[src/rtl/control_cmd_dumpframe.sv]
// control_cmd_dumpframe: walks the frame buffer and streams each RAM byte to the transmitter
//   clk, reset (async, active-low)     : clock and reset
//   start, abort                        : begin a dump / cancel it
//   row, column, pixel, ram_read_enable : RAM read address and one-cycle read strobe
//   ram_data_in                         : RAM read data, valid RAM_READ_LATENCY cycles after the strobe
//   tx_data, tx_valid, tx_ready         : byte handshake towards the UART transmitter
//   busy, done                          : dump in progress / one-cycle completion pulse
module control_cmd_dumpframe #(
    parameter int PIXEL_HEIGHT     = 32,
    parameter int PIXEL_WIDTH      = 64,
    parameter int BYTES_PER_PIXEL  = 2,
    parameter int RAM_READ_LATENCY = 1,
    localparam int _NUM_ROW_ADDRESS_BITS      = PIXEL_HEIGHT    > 1 ? $clog2(PIXEL_HEIGHT)    : 1,
    localparam int _NUM_COLUMN_ADDRESS_BITS   = PIXEL_WIDTH     > 1 ? $clog2(PIXEL_WIDTH)     : 1,
    localparam int _NUM_PIXELCOLORSELECT_BITS = BYTES_PER_PIXEL > 1 ? $clog2(BYTES_PER_PIXEL) : 1
) (
    input  logic                                  clk,
    input  logic                                  reset,
    input  logic                                  start,
    input  logic                                  abort,
    output logic [_NUM_ROW_ADDRESS_BITS-1:0]      row,
    output logic [_NUM_COLUMN_ADDRESS_BITS-1:0]   column,
    output logic [_NUM_PIXELCOLORSELECT_BITS-1:0] pixel,
    output logic                                  ram_read_enable,
    input  logic [7:0]                            ram_data_in,
    output logic [7:0]                            tx_data,
    output logic                                  tx_valid,
    input  logic                                  tx_ready,
    output logic                                  busy,
    output logic                                  done
);
    localparam int RW = _NUM_ROW_ADDRESS_BITS;
    localparam int CW = _NUM_COLUMN_ADDRESS_BITS;
    localparam int PW = _NUM_PIXELCOLORSELECT_BITS;
    localparam logic [RW-1:0] row_top = RW'(PIXEL_HEIGHT - 1);
    localparam logic [CW-1:0] col_top = CW'(PIXEL_WIDTH - 1);
    localparam logic [PW-1:0] pix_top = PW'(BYTES_PER_PIXEL - 1);
    localparam logic [1:0]    cnt_load = 2'(RAM_READ_LATENCY - 1);

    typedef enum logic [2:0] {IDLE, ISSUE, WAIT, PRESENT, DONE} state_t;

    state_t        state, state_n;
    logic [RW-1:0] row_n;
    logic [CW-1:0] column_n;
    logic [PW-1:0] pixel_n;
    logic [1:0]    cnt, cnt_n;
    logic [7:0]    tx_data_n;
    logic          last;

    // All handshake/status outputs decode straight from the state register,
    // so nothing combinational reaches them from ram_data_in or tx_ready.
    assign ram_read_enable = state == ISSUE;
    assign tx_valid        = state == PRESENT;
    assign done            = state == DONE;
    assign busy            = state != IDLE;
    assign last            = row == '0 && column == '0 && pixel == '0;

    always_ff @(posedge clk or negedge reset) begin
        if (!reset) begin
            state   <= IDLE;
            row     <= '0;
            column  <= '0;
            pixel   <= '0;
            cnt     <= '0;
            tx_data <= '0;
        end else begin
            state   <= state_n;
            row     <= row_n;
            column  <= column_n;
            pixel   <= pixel_n;
            cnt     <= cnt_n;
            tx_data <= tx_data_n;
        end
    end

    always_comb begin
        state_n   = state;
        row_n     = row;
        column_n  = column;
        pixel_n   = pixel;
        cnt_n     = cnt;
        tx_data_n = tx_data;
        if (abort) begin
            state_n = IDLE;
        end else begin
            case (state)
                IDLE: if (start) begin
                    state_n  = ISSUE;
                    row_n    = row_top;
                    column_n = col_top;
                    pixel_n  = pix_top;
                end
                ISSUE: begin
                    cnt_n   = cnt_load;
                    state_n = WAIT;
                end
                WAIT: if (cnt == '0) begin
                    tx_data_n = ram_data_in;
                    state_n   = PRESENT;
                end else begin
                    cnt_n = cnt - 2'd1;
                end
                PRESENT: if (tx_ready) begin
                    // Terminal check comes first so no address ever wraps below zero.
                    if (last) begin
                        state_n = DONE;
                    end else begin
                        state_n = ISSUE;
                        if (pixel != '0) begin
                            pixel_n = pixel - PW'(1);
                        end else begin
                            pixel_n = pix_top;
                            if (column != '0) begin
                                column_n = column - CW'(1);
                            end else begin
                                column_n = col_top;
                                row_n    = row - RW'(1);
                            end
                        end
                    end
                end
                DONE:    state_n = IDLE;
                default: state_n = IDLE;
            endcase
        end
    end
endmodule

[config.mk]
export PLATFORM = sky130hd
export DESIGN_NAME = control_cmd_dumpframe
export DESIGN_NICKNAME = d
export VERILOG_FILES = /design/src/rtl/control_cmd_dumpframe.sv
export SDC_FILE = /design/constraint.sdc
export NUM_CORES = 1
export LEC_CHECK = 0
export CAP_MARGIN = 15
export CORE_MARGIN = 8
export CORE_UTILIZATION = 48
export CTS_CLUSTER_DIAMETER = 80
export CTS_CLUSTER_SIZE = 28
export DETAILED_ROUTE_END_ITERATION = 7
export GPL_TIMING_DRIVEN = 0
export PLACE_DENSITY = 0.79
export SLEW_MARGIN = 25
export SYNTH_ARGS = -nofsm -noshare
export SYNTH_HDL_FRONTEND = slang
export SYNTH_SLANG_ARGS = --single-unit
[constraint.sdc]
create_clock -name clk -period 3 [get_ports clk]
set_input_delay 0.9 -clock clk [delete_from_list [all_inputs] [get_ports clk]]
set_output_delay 0.9 -clock clk [all_outputs]
set_load 0.02 [all_outputs]
Word-level counts from Yosys, hierarchy flattened
Index checks and enable logic that the tools add are counted.
{"block": "op_classes", "n_bitwise": 2, "eq_ne": 13, "muxes": 25, "reduce_logical": 16, "add_sub_neg": 4}
{"cell": "2-to-1 mux 6 bit", "count": 5}
{"cell": "2-to-1 mux 5 bit", "count": 5}
{"cell": "2-to-1 mux 3 bit", "count": 5}
{"cell": "one-hot mux 3 bit (4 select lines)", "count": 1}
{"cell": "one-hot mux 6 bit (2 select lines)", "count": 1}
{"cell": "inequality test 2 bit, second input constant", "count": 5}
{"cell": "one-hot mux 5 bit (2 select lines)", "count": 1}
{"cell": "AND reduction 3 bit", "count": 3}
{"cell": "AND reduction 7 bit", "count": 1}
{"cell": "equality test 3 x 2 -> 1 bit, second input constant", "count": 2}
{"cell": "zero test 6 bit", "count": 1}
{"cell": "inequality test 3 bit, second input constant", "count": 2}
{"cell": "AND reduction 6 bit", "count": 1}
{"cell": "nonzero test 6 bit", "count": 1}
{"cell": "subtractor 6 x 1 -> 6 bit, second input constant", "count": 1}
{"cell": "zero test 5 bit", "count": 1}
{"cell": "AND reduction 5 bit", "count": 1}
{"cell": "subtractor 5 x 1 -> 5 bit, second input constant", "count": 1}
{"cell": "2-to-1 mux 1 bit", "count": 4}
{"cell": "one-hot mux 2 bit (2 select lines)", "count": 1}
{"cell": "nonzero test 2 bit", "count": 2}
{"cell": "equality test 3 x 1 -> 1 bit, second input constant", "count": 1}
{"cell": "equality test 3 bit, second input constant", "count": 1}
{"cell": "zero test 3 bit", "count": 1}
{"cell": "10 further kinds", "count": 12}
{"block": "totals", "output_inout_bits": 24, "wordCells": 66, "regBits": 25}

Longest topological paths before layout
Gate-level depths: netlist of run 1.
{"block": "depth", "word_depth": 7, "depth_mapped": 7, "depth_no_buf": 6}

Worst setup path after synthesis of run 1
OpenSTA, ideal clock, no wires.
{"block": "synth_path", "kind": "register -> register", "from": "register column[0]", "to": "register row[4]", "path_buffers": 1, "arrival_ns": 2.113, "setup_slack_ns": 0.801, "stages_incl_launch_ff": 8, "required_time_ns": 2.914, "cell_sequence": "dfrtp_1 inv_1 ha_1 or3b_4 or4_1 buf_2 o31a_1 nor3_1"}
{"block": "synth_via", "elab_chain_len": 5, "elab_cells_between_ends": 7, "cone_classes": "eq/ne: 2; reduce/logical: 5"}
{"item": "start, declared", "line": "22", "text": "output logic [_NUM_COLUMN_ADDRESS_BITS-1:0] column,"}
{"item": "start signal, assigned", "line": "69", "text": "column <= column_n;"}
{"item": "zero test 6 bit", "line": "56", "text": "assign last = row == '0 && column == '0 && pixel == '0;"}
{"item": "logical AND 1 bit (2 in series)", "line": "56"}
{"item": "inequality test 2 bit (no line)"}
{"item": "AND reduction 7 bit (no line) *"}
{"item": "end signal, assigned", "line": "68", "text": "row <= row_n;"}
{"item": "end, declared", "line": "21", "text": "output logic [_NUM_ROW_ADDRESS_BITS-1:0] row,"}
Every way passes the cells marked *; elsewhere a longest branch is shown, timed or not.
A chain may end at the register's enable or synchronous reset.

Worst setup path after layout of run 1
{"block": "layout_path", "from": "register state[0]", "to": "output port busy"}
{"block": "layout_via", "elab_chain_len": 1}
{"item": "start, declared", "line": "42", "text": "state_t state, state_n;"}
{"item": "start signal, assigned", "line": "67", "text": "state <= state_n;"}
{"item": "nonzero test 3 bit", "line": "55", "text": "assign busy = state != IDLE;"}
{"item": "end, declared", "line": "29", "text": "output logic busy,"}
No other way between the ends.

==> results of run 1 <==
==> final timing paths <==
check	slack [ns]	depth (start not counted)	to	from
setup / recovery	0.19	3	busy	state[0]
hold / removal	0.52	1	tx_data[0]	tx_data[0]
setup reg to reg	0.67	7	row[4]	column[0]
hold reg to reg	0.52	1	tx_data[0]	tx_data[0]
max in group asynchronous	2.08	1	state[1]	reset
min in group asynchronous	0.54	1	column[2]	reset
==> power groups by stage <==
stage | Clock (W) | Sequential (W) | Combinational [W]
finish | 0.000163 | 0.000439 | 0.000361
global route | 0.000182 | 0.000447 | 0.000385
CTS | 0.000164 | 0.000440 | 0.000364
detailed placement | 0 | 0.000447 | 0.000362
global placement | 0 | 0.000443 | 0.000358
floorplan | 0 | 0.000515 | 0.000114
==> per-layer routing <==
layer	up-vias	track usage
met3	4	0.0458
met2	28	0.226
met1	591	0.168
met5	-	0
li1	578	-
met4	0	0.0647
==> kinds of logic after synthesis <==
kind of cell | after synthesis | synth area share
simple gates | 45 | 0.213
compound gates | 34 | 0.185
flops | 25 | 0.453
mux | 8 | 0.0652
fa+ha+maj | 4 | 0.0362
buf+inv | 16 | 0.0480
==> worst register-to-register path, cell delays in order (launching register included) <==
cell	delay [ns]
dfrtp_1	0.45
inv_1	0.08
ha_1	0.21
or3b_4	0.41
or4_1	0.49
buf_2	0.18
o31a_1	0.24
nor3_1	0.20
==> placed cells by master (no fill, tap or decap), types with 4 or more instances in the layout <==
master / Yosys / layout
a211oi_1: 4 / 4
clkdlybuf4s50_1: 0 / 35
dfrtp_1: 25 / 25
ha_1: 4 / 4
inv_1: 10 / 10
mux2_2: 8 / 8
nor2_1: 9 / 9
nor3_1: 4 / 4
nor4_1: 5 / 5
or3_1: 4 / 4
==> stage by stage <==
stage	hold slack (ns)	std cells
3_3_place_gp	0.491	199
3_5_place_dp	0.495	199
5_1_grt	0.536	204
6_report	0.522	204
2_1_floorplan	0.496	132
4_1_cts	0.527	203
==> layout make-up <==
cell class,instances,area [um2],share of cell area
Multi-Input combinational cell,91,689,0.379
Sequential cell,25,626,0.344
Timing Repair Buffer,37,363,0.200
Inverter,11,43.8,0.0241
Tap cell,31,38.8,0.0213
Buffer,5,26.3,0.0145
Clock buffer,3,22.5,0.0124
Clock inverter,1,7.51,0.00413
==> flip-flops by register name (all words and copies together) (netlist names) <==
name / flops
cnt: 2
column: 6
pixel: 1
row: 5
state: 3
tx_data: 8
==> what timing repair did <==
| item | CTS | global route |
|---|---|---|
| setup buffers | 0 | 1 |
| hold endpoints to repair | 0 | 0 |
| endpoints found under the setup margin | 0 | 2 |
| gates resized for setup | 0 | 3 |
==> summary.md, run 1 <==
| Metric | Value |
|---|---|
| Vias in the first global route | `1203` |
| Req. time, crit path | `around 2.1 ns` |
| Overall fraction of global-route tracks in use | `0.142` |
| CTS Sinks | `25` |
| Post-cts hold buffer count | `0` |
| CP Cell Sequence | `clkbuf_2 -> or3_1 -> clkdlybuf4s50_1` |
| Area growth syn-to-layout | `31.5%` |
| Synth cell types | `46` |
| Row cnt | `19` |
| Syn_area_per_cell | `10.5 um2` |
| Min-delay worst type | `reg -> reg` |
| Flop pwr share | `0.456` |
| Switching power | `0.000331 W` |
| Via density | `5.89` |
| Clk Tree Root Cell | `clkbuf_4` |
| Cell Area, Synth | `1380 um2` |
| Largest net degree at the start of global routing | `26` |
| Power density over the cells | `530 nW/um2` |
| Post-synth top cells | `dfrtp_1, inv_1, nor2_1` |
| Met3 wire len | `186 um` |
| Max Freq | `356 MHz` |
| Clk buf depth | `2` |
| Logic pwr share | `0.375` |
| Synth top area share | `0.453` |
| Setup WS post-layout | `between 0.15 and 0.2 ns` |
| Fill count | `235` |
| Critical path class | `reg -> out` |
| Final Hold Violating Endpoints | `0` |
| Die ar. | `4850 um2` |
| Critical path fanouts, max | `10` |
| Final Util | `0.659` |
| Clock skew | `0.00267 ns` |
| LEAKAGE | `0.753 nW` |
| I/O pin cnt | `37` |
| Met2 WL | `roughly 1700 um` |
| Initial antenna violation count | `0` |
| Placed Area | `1780 um2` |
| HPWL reported at the end of detailed placement | `between 2000 and 3000 um` |
| ANT cells | `0` |
| Final setup violating endpoints | `0` |
| Max cap viols | `0` |
| Setup TNS | `0 ns` |
| Horiz. Die Dim | `69.6 um` |
| YS warnings | `0` |
| Drt initial violations | `around 50` |
| Vias | `1201` |
| Grt total ovfl | `0` |
| Share of cells above drive strength 1 | `0.168` |
| Max_slew headroom | `0.494` |
| Drt first pass iters | `4` |
| Unrepaired setup endpoints after global routing | `false` |
| Kind of cell adding the most delay to the critical path | `buffers and inverters` |
| Worst path max stage delay | `0.55 ns` |
| Post-Route WL | `approximately 3400 um` |
| Gpl congestion | `0.838` |
| Cell with the most instances after synthesis | `dfrtp_1` |
| Dominant cells by area after synthesis | `dfrtp_1, mux2_2, ha_1` |
| Final instance area | `1820 um2` |
| M1 WL | `approximately 1500 um` |
| Setup WS pre-CTS | `0.162 ns` |
| Post-synthesis sequential area ratio | `0.453` |
| CTS Buf Count | `3` |
| DR top layer | `met4` |
| Most used DFF post-synth | `dfrtp_1` |
| Post-synth EDFFs | `0` |
| Fin. max-slew vios | `0` |
| Synth area leader | `dfrtp_1` |
| Wire per inst | `roughly 17 um` |
| Seq cells post-synth | `25` |
| Slowest CP cell | `clkdlybuf4s50_1` |
| Clock Latency Late Sink | `0.33 ns` |
| Outcome | `completed` |
| CP Launch Type | `register` |
| Sw frac | `0.344` |
| CTS clk-pin slew, worst paths | `about 0.15 ns` |
| Fin nets | `191` |
| Post-synth ARST share | `1.00` |
| Fin crit share | `0.936` |
| First-pass GRT wire length | `5760 um` |
| I/O Buffers | `36` |
| Crit path capture type | `output pin` |
| Htree depth | `1` |
| Clock period minus worst slack | `2.81 ns` |
| Total chip power | `~0.00096 W` |
| CP Data Arrival Time | `1.91 ns` |
| Worst-Margin Slew | `between 0.7 and 0.8 ns` |
| Clock power share | `0.169` |
| Syn nets | `149` |
| Crit path buffers/inverters | `2` |
| Antenna Nets Post-Route | `0` |
| Core footprint | `roughly 2800 um2` |
| Initial core utilization | `0.501` |
| Internal power | `0.000632 W` |
| Post-route DRC | `0` |
| Cells after Synth | `132` |
| Die span in y | `~70 um` |
| VDD IR-drop max | `0.535 mV` |
| CTS tree | `done` |
Note: power is estimated with default switching activity, not from simulation.
==> inputs of run 2 (changes only) <==
--- a/config.mk
+++ b/config.mk
@@ -5,7 +5,6 @@
 export SDC_FILE = /design/constraint.sdc
 export NUM_CORES = 1
 export LEC_CHECK = 0
-export CAP_MARGIN = 15
 export CORE_MARGIN = 8
 export CORE_UTILIZATION = 48
 export CTS_CLUSTER_DIAMETER = 80
==> results of run 2 <==
No change in the layout: final DEF, timing and power equal those of run 1.
